<file path="config.mk">
export PLATFORM = sky130hd
export DESIGN_NAME = arbitro_alu
export DESIGN_NICKNAME = d
export VERILOG_FILES = /design/src/rtl/arbitro_alu.sv
export SDC_FILE = /design/constraint.sdc
export NUM_CORES = 1
export LEC_CHECK = 0
export BUFFER_PORTS_ARGS = -buffer_cell sky130_fd_sc_hd__buf_2
export CORE_MARGIN = 2
export CORE_UTILIZATION = 40
export CTS_CLUSTER_DIAMETER = 120
export DETAILED_ROUTE_END_ITERATION = 7
export PLACE_DENSITY_LB_ADDON = 0.12
export SLEW_MARGIN = 20
export SYNTH_ARGS = -nofsm -noshare
export SYNTH_HDL_FRONTEND = slang
export SYNTH_SLANG_ARGS = --single-unit
</file>
<file path="constraint.sdc">
create_clock -name clk -period 1.65 [get_ports clk]
set_input_delay 0.0825 -clock clk [delete_from_list [all_inputs] [get_ports clk]]
set_output_delay 0.0825 -clock clk [all_outputs]
set_load 0.02 [all_outputs]
</file>
<file path="src/rtl/arbitro_alu.sv">
// Two-port arbiter/sequencer for the shared 8-bit ALU: grants one requester at a time,
// registers ALU inputs, captures the result and returns it over valid/ready.
// Define ARBITRO_ALU_ROUND_ROBIN_EN for round-robin; default build is fixed priority (port 0).
module arbitro_alu (
  input  logic        clk,
  input  logic        rst_n,
  input  logic [1:0]  req_valid,
  output logic [1:0]  req_ready,
  input  logic [7:0]  req_a0,
  input  logic [7:0]  req_b0,
  input  logic [7:0]  req_a1,
  input  logic [7:0]  req_b1,
  input  logic [3:0]  req_op0,
  input  logic [3:0]  req_op1,
  output logic [1:0]  resp_valid,
  input  logic [1:0]  resp_ready,
  output logic [7:0]  resp_res,
  output logic        resp_carry,
  output logic        resp_zero,
  output logic [7:0]  alu_a,
  output logic [7:0]  alu_b,
  output logic [3:0]  alu_op,
  input  logic [7:0]  alu_res,
  input  logic        alu_carry,
  input  logic        alu_zero,
  output logic [15:0] ops_concluidas
);

  typedef enum logic [1:0] {
    OCIOSO   = 2'd0,
    EXECUTA  = 2'd1,
    RESPONDE = 2'd2
  } estado_t;

  estado_t     r_estado;
  logic        r_ultimo;
  logic        r_dono;
  logic [7:0]  r_alu_a;
  logic [7:0]  r_alu_b;
  logic [3:0]  r_alu_op;
  logic [7:0]  r_resp_res;
  logic        r_resp_carry;
  logic        r_resp_zero;
  logic [1:0]  r_resp_valid;
  logic [15:0] r_ops;

  logic        w_pref;
  logic        w_grant;
  logic        w_grant_valid;
  logic [1:0]  w_req_ready;

  // Port preferred under contention; fixed priority keeps tracking ultimo but always picks 0.
`ifdef ARBITRO_ALU_ROUND_ROBIN_EN
  assign w_pref = ~r_ultimo;
`else
  assign w_pref = r_ultimo & 1'b0;
`endif

  always_comb begin
    w_grant       = 1'b0;
    w_grant_valid = 1'b0;
    case (req_valid)
      2'b01: begin
        w_grant       = 1'b0;
        w_grant_valid = 1'b1;
      end
      2'b10: begin
        w_grant       = 1'b1;
        w_grant_valid = 1'b1;
      end
      2'b11: begin
        w_grant       = w_pref;
        w_grant_valid = 1'b1;
      end
      default: begin
        w_grant       = 1'b0;
        w_grant_valid = 1'b0;
      end
    endcase
  end

  always_comb begin
    w_req_ready = 2'b00;
    if ((r_estado == OCIOSO) && w_grant_valid) begin
      w_req_ready = w_grant ? 2'b10 : 2'b01;
    end else begin
      w_req_ready = 2'b00;
    end
  end

  // Sequencer: accept -> execute (capture ALU) -> respond until the owner consumes it.
  always_ff @(posedge clk or negedge rst_n) begin
    if (!rst_n) begin
      r_estado     <= OCIOSO;
      r_ultimo     <= 1'b1;
      r_dono       <= 1'b0;
      r_alu_a      <= 8'd0;
      r_alu_b      <= 8'd0;
      r_alu_op     <= 4'd0;
      r_resp_res   <= 8'd0;
      r_resp_carry <= 1'b0;
      r_resp_zero  <= 1'b0;
      r_resp_valid <= 2'b00;
      r_ops        <= 16'd0;
    end else begin
      case (r_estado)
        OCIOSO: begin
          if (w_grant_valid) begin
            r_alu_a  <= w_grant ? req_a1 : req_a0;
            r_alu_b  <= w_grant ? req_b1 : req_b0;
            r_alu_op <= w_grant ? req_op1 : req_op0;
            r_dono   <= w_grant;
            r_ultimo <= w_grant;
            r_estado <= EXECUTA;
          end else begin
            r_estado <= OCIOSO;
          end
        end
        EXECUTA: begin
          r_resp_res   <= alu_res;
          r_resp_carry <= alu_carry;
          r_resp_zero  <= alu_zero;
          r_resp_valid <= r_dono ? 2'b10 : 2'b01;
          r_estado     <= RESPONDE;
        end
        RESPONDE: begin
          if (resp_ready[r_dono]) begin
            r_resp_valid <= 2'b00;
            r_ops        <= r_ops + 16'd1;
            r_estado     <= OCIOSO;
          end else begin
            r_estado <= RESPONDE;
          end
        end
        default: begin
          r_resp_valid <= 2'b00;
          r_estado     <= OCIOSO;
        end
      endcase
    end
  end

  assign req_ready      = w_req_ready;
  assign resp_valid     = r_resp_valid;
  assign resp_res       = r_resp_res;
  assign resp_carry     = r_resp_carry;
  assign resp_zero      = r_resp_zero;
  assign alu_a          = r_alu_a;
  assign alu_b          = r_alu_b;
  assign alu_op         = r_alu_op;
  assign ops_concluidas = r_ops;

endmodule
</file>
==> impl_summary.txt <==
----------------------------------------------------
[Placement]
  RD Place Congestion ... between 0.7 and 0.8
  Cell area reported after detailed placement ... ~2800 µm²
  DP HPWL ... ~3.7 mm
  Dpl ws ... ~0.11 ns
  Count of buffers from port buffering ... approximately 110

[Power]
  Fraction of power consumed by combinational cells ... 0.463
  Max IR drop VDD ... ~0.81 mV
  Power density over the cells ... approximately 1700 nW/µm²
  Static leakage ... between 1.5 and 2 nW
  Fraction of power consumed by the clock network ... 0.134
  P_int ... roughly 3 mW
  Part of the power in registers ... 0.404
  Net Sw Frac ... 0.407
  Switching power total ... roughly 2.1 mW

[Synthesis]
  Cell type with the largest total area after synthesis ... sky130_fd_sc_hd__dfrtp_1
  Area contributors post-synth ... sky130_fd_sc_hd__dfrtp_1 (60%), sky130_fd_sc_hd__a222oi_1 (9.4%), sky130_fd_sc_hd__mux2_2 (5.8%)
  Register bit count reported by yosys ... just over 50
  Syn_nets ... 227
  Number of enable flip-flop cells after synthesis ... 0
  Most instantiated cells after synthesis ... sky130_fd_sc_hd__dfrtp_1 (51), sky130_fd_sc_hd__inv_1 (22), sky130_fd_sc_hd__a222oi_1 (20)
  Share of the synthesized area in the top cell type ... 0.600
  Sequential-to-total area share from yosys stat ... 0.600
  Synth unique cells ... 29
  Synthesized instance count ... between 150 and 200
  Fraction of synthesis flops using an asynchronous set or reset pin ... 1.00
  Most common cell in the synthesized netlist ... sky130_fd_sc_hd__dfrtp_1
  Post-synthesis instance area ... ~2100 µm²
  Post-synthesis area per instance ... roughly 13 µm²
  Warnings, synthesis ... 0
  Most used flip-flop cell after synthesis ... sky130_fd_sc_hd__dfrtp_1

[Routing]
  First-pass DRT Iterations ... 5
  Routed via count divided by cell count ... 4.94
  Number of design-rule violations left by the first detailed-router iteration ... about 100
  Aggregate routed wire length ... ~5 mm
  Detail-routed net length per standard cell ... 13.8 µm
  Number of nets with antenna violations after detailed routing ... 0
  Total number of vias ... 1,788
  DRC Markers ... 0

[Floorplan]
  Area of the core ... 5110 µm²
  Die outline height ... 76.9 µm
  Horizontal die dimension ... 76.9 µm
  Die ar. ... between 5000 and 6000 µm²
  Top Ports ... between 100 and 150
  Starting utilization of the core area ... 0.417
  FP Rows ... 26

[Timing]
  Final Setup Violations ... 0
  Final Slew Violations ... 0
  Post-route minimum period ... around 1.6 ns
  RSZ-0062 raised after global routing ... no
  Final worst hold slack ... around 0.009 ns
  Final hold vios ... 0
  Worst setup margin ... 0.0870 ns
  Worst max-slew margin expressed relative to the limit ... 0.667
  Final worst-path cycle share ... 0.947
  Max Clock Skew ... roughly 0.0064 ns
  Final sum of negative setup slack ... 0 ns
  Worst-margin pin slew ... roughly 0.5 ns
  Max Freq ... 640 MHz

[Finish]
  NumNets Final ... roughly 350
  Area added between synthesis and finish ... 39.6%
  N_diodes ... 0
  Layout cells sized above 1 ... 0.490
  Final non-filler cell area ... between 2000 and 3000 µm²

[Global routing]
  First-pass GRT wire length ... between 8 and 9 mm
  Number of global-route vias before repair ... approximately 1,900
  Largest net degree at the start of global routing ... 32
  Global route total overflow ... 0
  Initial antenna violation count ... 0
  All-layer global routing usage ... 0.175

[Critical path]
  Reg-to-reg slack, setup ... about 0.11 ns
  Library cell appearing most often on the critical path ... sky130_fd_sc_hd__buf_4
  Data arrival time at the worst-slack endpoint ... 1.48 ns
  Class of the most critical setup path ... reg -> out
  Register-to-Register Path Depth ... 4
  Worst Path Max Fanout ... 21
  Bufs and invs on worst path ... 3
  Worst reg2reg startpoint ... r_dono
  Cell with the largest stage delay on the worst path ... sky130_fd_sc_hd__dfrtp_1
  CP cell instances ... buf_4 > nor4b_4 > buf_6 > buf_4
  Maximum cell stage delay along the critical path ... 0.38 ns
  CP required ... ~1.6 ns
  Startpoint Class ... register
  Setup crit end kind ... output pin
  CP top delay family ... buffers and inverters
  Worst R2R End ... ops_concluidas[13]

[Worst hold path]
  Instance count along the most critical hold path ... 2
  Worst Hold Class ... in -> reg
  Start point of the worst hold path ... alu_res[0]
  Endpoint of the worst hold path ... resp_res[0]

[Clocking]
  Clock latency at the later pin of the worst-skew pair ... around 0.30 ns
  Htree depth ... 2
  Clock transition at the registers of the reported paths ... 0.09 ns
  Clock net sink count ... 51
  Clock buffers created by TritonCTS ... 5
  Maximum clock insertion buffer count ... 2
  Clock tree from TritonCTS ... yes
  Clock root buffer ... sky130_fd_sc_hd__clkbuf_8

[Run status]
  Run status ... finished clean

[Run]
  Max cap viols ... 0

----------------------------------------------------
worst register-to-register path, cell delays in order, from the launching register on:
cell and delay (ns):
sky130_fd_sc_hd__dfrtp_1 0.42, sky130_fd_sc_hd__mux2i_1 0.15, sky130_fd_sc_hd__or4_4 0.58, sky130_fd_sc_hd__nand2b_4 0.17, sky130_fd_sc_hd__xnor2_2 0.12
repair_timing:
action                                 CTS  global route
cloned                                   0             0
pin swaps                                0             0
hold buffers                             4             0
setup buffers                            0             0
gates resized for setup                  1             6
endpoints found under the hold margin   23             0
setup endpoints to repair                1             7
power groups by stage:
stage / registers (mW) / logic (mW) / clock network (mW)
final: 2.06 / 2.36 / 0.681
after CTS: 2.06 / 2.36 / 0.707
after floorplan: 2.60 / 0.918 / 0
after detailed placement: 2.07 / 2.35 / 0
after global placement: 2.05 / 2.30 / 0
after global routing: 2.13 / 2.59 / 0.743
metal layers:
metal  vias up  wire, µm  global-route usage
met5         -         0                   0
met4         0        36              0.0655
met3         4       271              0.0271
met2        60      2590               0.321
met1       865      2080               0.205
li1        859         -                   -
cells by family after synthesis:
kind of cell | after synthesis | synth area share
fa+ha+maj | 1 | 0.00588
xor+xnor | 15 | 0.0653
flops | 51 | 0.600
compound gates | 24 | 0.103
mux | 14 | 0.0723
buf+inv | 30 | 0.0547
simple gates | 35 | 0.0988
layout make-up:
| type | instances | area [µm²] |
|---|---|---|
| repair buffers | 122 | 686 |
| inverters | 22 | 82.6 |
| clock inverters | 1 | 5.00 |
| fillers | 458 | 2140 |
| well taps | 70 | 87.6 |
| clock buffers | 7 | 76.3 |
| flip-flops and latches | 51 | 1280 |
| multi-input cells | 89 | 756 |
flip-flops by register name, summed over array words and instances (netlist names):
signal          count
alu_b               8
resp_valid          2
r_estado            2
r_dono              1
resp_res            8
alu_a               8
ops_concluidas     16
resp_carry          1
resp_zero           1
alu_op              4
worst max path at each step:
stage | slack (ns) | start | endpoint | cells past startpoint
after floorplan | 0.001 | r_estado[0] | ops_concluidas[13] | 5
after global placement | 0.13 | r_estado[1] | ops_concluidas[13] | 4
after detailed placement | 0.11 | r_dono | ops_concluidas[13] | 4
after CTS | 0.01 | r_estado[0] | req_ready[1] | 4
after global routing | 0.001 | r_estado[1] | ops_concluidas[12] | 6
final | 0.09 | r_estado[0] | req_ready[1] | 4
cell usage in the layout, fill, tap and decap left out, types with 2 or more instances in the layout:
cell / instances
sky130_fd_sc_hd__buf_4: 11
sky130_fd_sc_hd__xnor2_1: 7
sky130_fd_sc_hd__xor2_1: 7
sky130_fd_sc_hd__dfrtp_1: 50
sky130_fd_sc_hd__and4_1: 2
sky130_fd_sc_hd__and3_1: 2
sky130_fd_sc_hd__buf_6: 2
sky130_fd_sc_hd__mux2_2: 11
sky130_fd_sc_hd__nand3_1: 4
sky130_fd_sc_hd__clkbuf_1: 2
sky130_fd_sc_hd__a222oi_1: 20
sky130_fd_sc_hd__nor2_1: 3
sky130_fd_sc_hd__dlygate4sd3_1: 4
sky130_fd_sc_hd__buf_2: 104
sky130_fd_sc_hd__mux2i_1: 3
sky130_fd_sc_hd__nor4_1: 2
sky130_fd_sc_hd__clkbuf_8: 5
sky130_fd_sc_hd__o21ai_0: 2
sky130_fd_sc_hd__inv_1: 22
sky130_fd_sc_hd__nand2_1: 8
sky130_fd_sc_hd__nand4_1: 4
stage by stage:
stage	std cells	power (mW)	util
2_1_floorplan	170	3.52	-
3_3_place_gp	350	4.36	0.553
3_5_place_dp	350	4.42	0.553
4_1_cts	362	5.13	0.577
5_1_grt	362	5.47	0.582
6_report	362	5.10	0.582
Power figures use the tool's default switching activity.
